--- src/rtl/cdc_hs_tx.sv ---
// -----------------------------------------------------------------------------
// cdc_hs_tx
//   clk_a-side transmitter of a 4-phase req/ack handshake. One DATA_W word is
//   accepted from a valid/ready source, held on data_out, and req_out is raised.
//   The clk_b receiver acks, and req_out then drops. When the synchronized ack
//   falls, the transfer completes and xfer_done pulses for one cycle.
//
//   Optional feature macro: CDC_HS_TX_TIMEOUT_EN
//     defined   : a sticky timeout_err is set after TIMEOUT_CYC cycles spent
//                 waiting in REQ or RELEASE. The FSM keeps waiting.
//     undefined : timeout_err is tied 0.
//
// Ports
//   clk_a        in   transmitter clock
//   arstn        in   async active-low reset
//   din          in   word to send
//   din_valid    in   din presented
//   din_ready    out  block accepts din this cycle
//   data_out     out  held word toward clk_b, stable while req_out=1
//   req_out      out  registered handshake request
//   ack_in       in   receiver acknowledge (asynchronous to clk_a)
//   busy         out  transfer in flight
//   xfer_done    out  one-cycle pulse at handshake completion
//   timeout_err  out  sticky timeout flag
// -----------------------------------------------------------------------------
module cdc_hs_tx #(
    parameter int DATA_W      = 4,
    parameter int SYNC_STAGES = 2,
    parameter int TIMEOUT_CYC = 255
) (
    input  logic              clk_a,
    input  logic              arstn,
    input  logic [DATA_W-1:0] din,
    input  logic              din_valid,
    output logic              din_ready,
    output logic [DATA_W-1:0] data_out,
    output logic              req_out,
    input  logic              ack_in,
    output logic              busy,
    output logic              xfer_done,
    output logic              timeout_err
);

    typedef enum logic [1:0] {IDLE, REQ, RELEASE} state_t;

    state_t                 state;
    logic [SYNC_STAGES-1:0] ack_ff;
    logic                   ack_sync;

    // ack_in crosses from clk_b; only the last stage is used by the logic.
    always_ff @(posedge clk_a or negedge arstn) begin
        if (!arstn) ack_ff <= '0;
        else        ack_ff <= {ack_ff[SYNC_STAGES-2:0], ack_in};
    end
    assign ack_sync = ack_ff[SYNC_STAGES-1];

    // A lingering high ack from a previous transfer blocks new accepts.
    assign din_ready = (state == IDLE) && !ack_sync;

    always_ff @(posedge clk_a or negedge arstn) begin
        if (!arstn) begin
            state     <= IDLE;
            data_out  <= '0;
            req_out   <= 1'b0;
            busy      <= 1'b0;
            xfer_done <= 1'b0;
        end else begin
            xfer_done <= 1'b0;
            case (state)
                IDLE: begin
                    if (din_valid && !ack_sync) begin
                        data_out <= din;
                        req_out  <= 1'b1;
                        busy     <= 1'b1;
                        state    <= REQ;
                    end
                end
                REQ: begin
                    if (ack_sync) begin
                        req_out <= 1'b0;
                        state   <= RELEASE;
                    end
                end
                RELEASE: begin
                    // data_out stays frozen until the next accept
                    if (!ack_sync) begin
                        xfer_done <= 1'b1;
                        busy      <= 1'b0;
                        state     <= IDLE;
                    end
                end
                default: begin
                    req_out <= 1'b0;
                    busy    <= 1'b0;
                    state   <= IDLE;
                end
            endcase
        end
    end

`ifdef CDC_HS_TX_TIMEOUT_EN
    localparam int CNT_W = $clog2(TIMEOUT_CYC + 1);

    logic [CNT_W-1:0] wait_cnt;
    logic [CNT_W-1:0] wait_inc;
    logic             leaving;

    assign wait_inc = wait_cnt + 1'b1;
    // The counter restarts on every state change so REQ and RELEASE are timed
    // separately.
    assign leaving  = (state == REQ && ack_sync) || (state == RELEASE && !ack_sync);

    always_ff @(posedge clk_a or negedge arstn) begin
        if (!arstn) begin
            wait_cnt    <= '0;
            timeout_err <= 1'b0;
        end else if (state == IDLE || leaving) begin
            wait_cnt <= '0;
        end else if (wait_cnt != CNT_W'(TIMEOUT_CYC)) begin
            wait_cnt <= wait_inc;
            if (wait_inc == CNT_W'(TIMEOUT_CYC)) timeout_err <= 1'b1;
        end
    end
`else
    assign timeout_err = 1'b0;
`endif

endmodule
--- config.mk ---
export PLATFORM = sky130hd
export DESIGN_NAME = cdc_hs_tx
export DESIGN_NICKNAME = d
export VERILOG_FILES = /design/src/rtl/cdc_hs_tx.sv
export SDC_FILE = /design/constraint.sdc
export NUM_CORES = 1
export LEC_CHECK = 0
export CORE_AREA = 2 2 39 41
export DETAILED_ROUTE_END_ITERATION = 7
export DIE_AREA = 0 0 41 43
export GPL_ROUTABILITY_DRIVEN = 0
export GPL_TIMING_DRIVEN = 1
export HOLD_SLACK_MARGIN = 0.15
export PLACE_DENSITY = 0.66
export SYNTH_ARGS = -nofsm -noshare
export SYNTH_HDL_FRONTEND = slang
export SYNTH_SLANG_ARGS = --single-unit
--- constraint.sdc ---
create_clock -name clk_a -period 3.6 [get_ports clk_a]
set_clock_uncertainty 0.1 [all_clocks]
set_input_delay 0.72 -clock clk_a [delete_from_list [all_inputs] [get_ports clk_a]]
set_output_delay 0.72 -clock clk_a [all_outputs]
set_load 0.005 [all_outputs]
==> Word level (Yosys, flattened, before mapping) <==
Index checks and enable logic that the tools add are counted.
{ "classes": {"n_div": 0, "n_mul": 0, "n_addsub": 0, "order_cmp": 0, "shift": 0, "eq_ne": 5, "bitwise_logic": 2, "muxes": 11, "reduce_logical": 8} }
{ "op_table": {"columns": ["operator", "count"], "rows": [
  ["$reduce_and 3->1", 3],
  ["$mux 2", 3],
  ["$pmux 1 s3", 2],
  ["$pmux 2 s3", 1],
  ["$mux 1", 5],
  ["$ne 2x2->1 const B", 2],
  ["$eq 2x1->1 const B", 1],
  ["$eq 2x2->1 const B", 1],
  ["$logic_and 1x1->1", 2],
  ["$logic_not 2->1", 1],
  ["$ne 2x1->1 const B", 1],
  ["$not 1->1", 2],
  ["$reduce_and 2->1", 1],
  ["$logic_not 1->1", 1]
]} }
{ "totals": {"in_bits": 8, "latchBits": 0, "elab_cells": 32, "mem_bits_ro": 0, "memories": 0, "reg_bits": 11, "out_inout_bits": 9, "ram_bits": 0} }

==> Logic depth before layout (Yosys ltp) <==
{ "logic_depth": {"ltp_word": 4, "depth_mapped": 3, "depth_no_buf": 3} }

==> Worst setup path after synthesis <==
OpenSTA, ideal clock, no wires.
{ "synth_timing": {"path_type": "input to register", "start": "input port din_valid", "end": "register data_out[0]", "path_slack_ns": 2.017, "path_stages": 2, "setup_ns": 0.125, "arrival_time_ns": 1.358, "required_time_ns": 3.375, "path_buffers": 0, "path_cell_list": "nor4b_4 mux2_2"} }
{ "synth_between": {"elab_chain_cells": 2} }
{ "synth_lines": {"columns": ["element", "line", "rtl"], "rows": [
  ["start, declared", "34", "input logic din_valid,"],
  ["$logic_and 1x1->1", "71", "if (din_valid && !ack_sync) begin"],
  ["$reduce_and 2->1 (no line)", null, null],
  ["end signal, assigned", "72", "data_out <= din;"],
  ["end, declared", "36", "output logic [DATA_W-1:0] data_out,"]
]} }
Every way passes these cells.
A chain may end at the register's enable or synchronous reset.

==> Worst setup path after layout <==
{ "layout_timing": {"start": "register state[1]", "end": "output port din_ready"} }
{ "layout_between": {"elab_chain_cells": 2} }
{ "layout_lines": {"columns": ["element", "line", "rtl"], "rows": [
  ["start, declared", "46", "state_t state;"],
  ["start signal, assigned", "62", "state <= IDLE;"],
  ["start signal, assigned", "75", "state <= REQ;"],
  ["start signal, assigned", "81", "state <= RELEASE;"],
  ["$logic_not 2->1", "58", "assign din_ready = (state == IDLE) && !ack_sync;"],
  ["$logic_and 1x1->1", "58", null],
  ["end, declared", "35", "output logic din_ready,"]
]} }
Every way passes these cells.

==> qor.txt <==
root buffer selected by CTS = clkbuf_4
final setup fails = 0
Residual DRC = 0
die width = 41 microns
WHS = 0.2544 ns
chip height = 43 microns
Avg Inst Size Synth = 14.31 sq um
CORE AREA = 1384 sq um
starting density of the core = 31.01%
# IOs = 17
FP Rows = 14
Final period util = 63.41%
#FFs+latches synth = 11
Area Overhead vs Synth = 44.02%
number of global-route vias before repair = 301
Reg clk slew, reported paths = 0.07 ns
Clock Latency Late Sink = 0.26 ns
die area = 1763 sq um
diode count = 0
Static Leak = 0.2685 nW
startpoint types = flip-flop
status = finished, final reports clean
synthesized area = 429.2 sq um
# hold bufs at CTS = 0
DRT iter0 DRCs = 0
fillcell total = 138
final core occ = 44.67%
Fin. Hold Viols = 0
Post-DRT Antenna Nets = 0
grt ovf = 0
Fin Setup TNS = 0 ns
Worst VDD drop = 0.0002028 V
crit path DAT = 1.46 ns
Synth cell types = 16
via/cell ratio = 4.516
global-route wire length before repair = 1324 microns
Mapped Cells = 30
TritonCTS clock tree = built
Tmin final = 2.283 ns
number of iterations in the first detailed-routing pass = 1
Fmax = 438.0 MHz
layout cell share with drive strength beyond 1 = 16.67%
crit path capture type = output port
WL/cell = 12.30 microns
initial antenna violation count = 0
Sink Count = 11
Crit Path Class = reg -> out
RSZ-0062 raised after global routing = false
Vias = 289
Seq/Total Area, Yosys = 64.14%
Slew Limit Fails = 0
post-DP HPWL = 624 microns
cts bufs inserted = 3
post-CTS setup buffer count = 0
number of H-tree levels = 1
count of input and output buffers = 15
GRT Total Usage = 11.66%
Post-layout nets = 57
Mapped Nets = 38
largest net degree at the start of global routing = 12
pwr/cell area = 541.9 nW/um^2
Critical Path RT = 2.78 ns
Min-Delay Path Class = reg -> reg
Crit Path Max Fanout = 6
Yosys warning total = 0
final wirelength = 787 microns
maxcap violations = 0
largest buffer count on any clock path = 2
Post-CTS Resized = 0
-- worst paths after layout --
| path | cells past startpoint | from | slack, ns | to |
|---|---|---|---|---|
| max | 2 | state[1] | 1.32 | din_ready |
| min in group asynchronous | 1 | arstn | 0.69 | data_out[0] |
| max reg2reg | 2 | state[1] | 2.07 | data_out[3] |
| max in group asynchronous | 1 | arstn | 2.38 | busy |
| min reg2reg | 0 | ack_ff[0] | 0.25 | ack_ff[1] |
| min | 0 | ack_ff[0] | 0.25 | ack_ff[1] |
-- synth_stat cells --
| library cell | count | share of area, % |
|---|---|---|
| nor3b_1 | 1 | 1.7 |
| a22o_1 | 1 | 2.0 |
| nor3_1 | 1 | 1.2 |
| conb_1 | 1 | 0.87 |
| buf_4 | 1 | 1.7 |
| o21ai_0 | 1 | 1.2 |
| nor2_1 | 1 | 0.87 |
| mux2_2 | 4 | 10 |
| inv_1 | 2 | 1.7 |
| xor2_1 | 1 | 2.0 |
| and2_1 | 1 | 1.5 |
| nor4b_4 | 1 | 5.5 |
| a31oi_1 | 1 | 1.5 |
| a21o_1 | 1 | 1.7 |
| o21a_1 | 1 | 1.7 |
| dfrtp_1 | 11 | 64 |
-- layout by cell type (no fill, tap or decap) --
cell and instances:
xor2_1 1, a31oi_1 1, clkdlybuf4s50_1 15, nor2_1 1, conb_1 1, inv_1 2, clkbuf_4 3, nor3b_1 1
a22o_1 1, nor4b_4 1, dfrtp_1 11, a21o_1 1, o21a_1 1, and2_1 1, o21ai_0 1, mux2_2 4
clkbuf_1 1, nor3_1 1
-- per-stage QoR --
stage	instance area [sq um]	total power, mW	setup WS [ns]	std cells
2_1_floorplan	429.2	0.1985	2.017	30
3_3_place_gp	591.8	0.2570	1.433	60
3_5_place_dp	591.8	0.2579	1.362	60
4_1_cts	618.1	0.3402	1.297	64
5_1_grt	618.1	0.3605	1.205	64
6_report	618.1	0.3349	1.317	64
-- flip-flops by register name (all words and copies together) (netlist names) --
| signal | flops |
|---|---|
| state | 2 |
| xfer_done | 1 |
| req_out | 1 |
| ack_ff | 2 |
| busy | 1 |
| data_out | 4 |
-- logic make-up (layout without fill, tap and decap cells) --
family,after synthesis,after routing,synth area share [%]
flip-flops,11,11,64.14
AO/OA/AOI/OAI,5,5,8.165
AND/OR/NAND/NOR,5,5,10.79
multiplexers,4,4,10.49
buffers and inverters,3,21,3.500
other,1,1,0.8738
XOR/XNOR,1,1,2.041
-- critical path: stages, from the launching register on --
cell	delay [ns]
dfrtp_1	0.47
nor3_1	0.22
clkdlybuf4s50_1	0.52
-- metal layers --
layer | vias to the layer above | track usage (%) | routed length (microns)
met2 | 16 | 16.25 | 372
met1 | 137 | 15.36 | 326
met3 | 0 | 4.188 | 88
met4 | 0 | 6.000 | 0
li1 | 136 | - | -
met5 | - | 0 | 0
-- area by class of cell --
class / count / area, sq um / area share (%)
inverter: 2 / 7.507 / 1.215
timing repair buffer: 15 / 150.1 / 24.29
clock buffer: 4 / 26.28 / 4.251
multi-input combinational: 16 / 138.9 / 22.47
sequential: 11 / 275.3 / 44.53
tap: 16 / 20.02 / 3.239
-- where the power goes --
group	leakage, nW	switching (mW)	internal [mW]
Sequential	0.131	0.0203	0.147
Combinational	0.123	0.0250	0.0628
Clock	0.0150	0.0368	0.0427
Total	0.268	0.0821	0.253
Power figures use the tool's default switching activity.
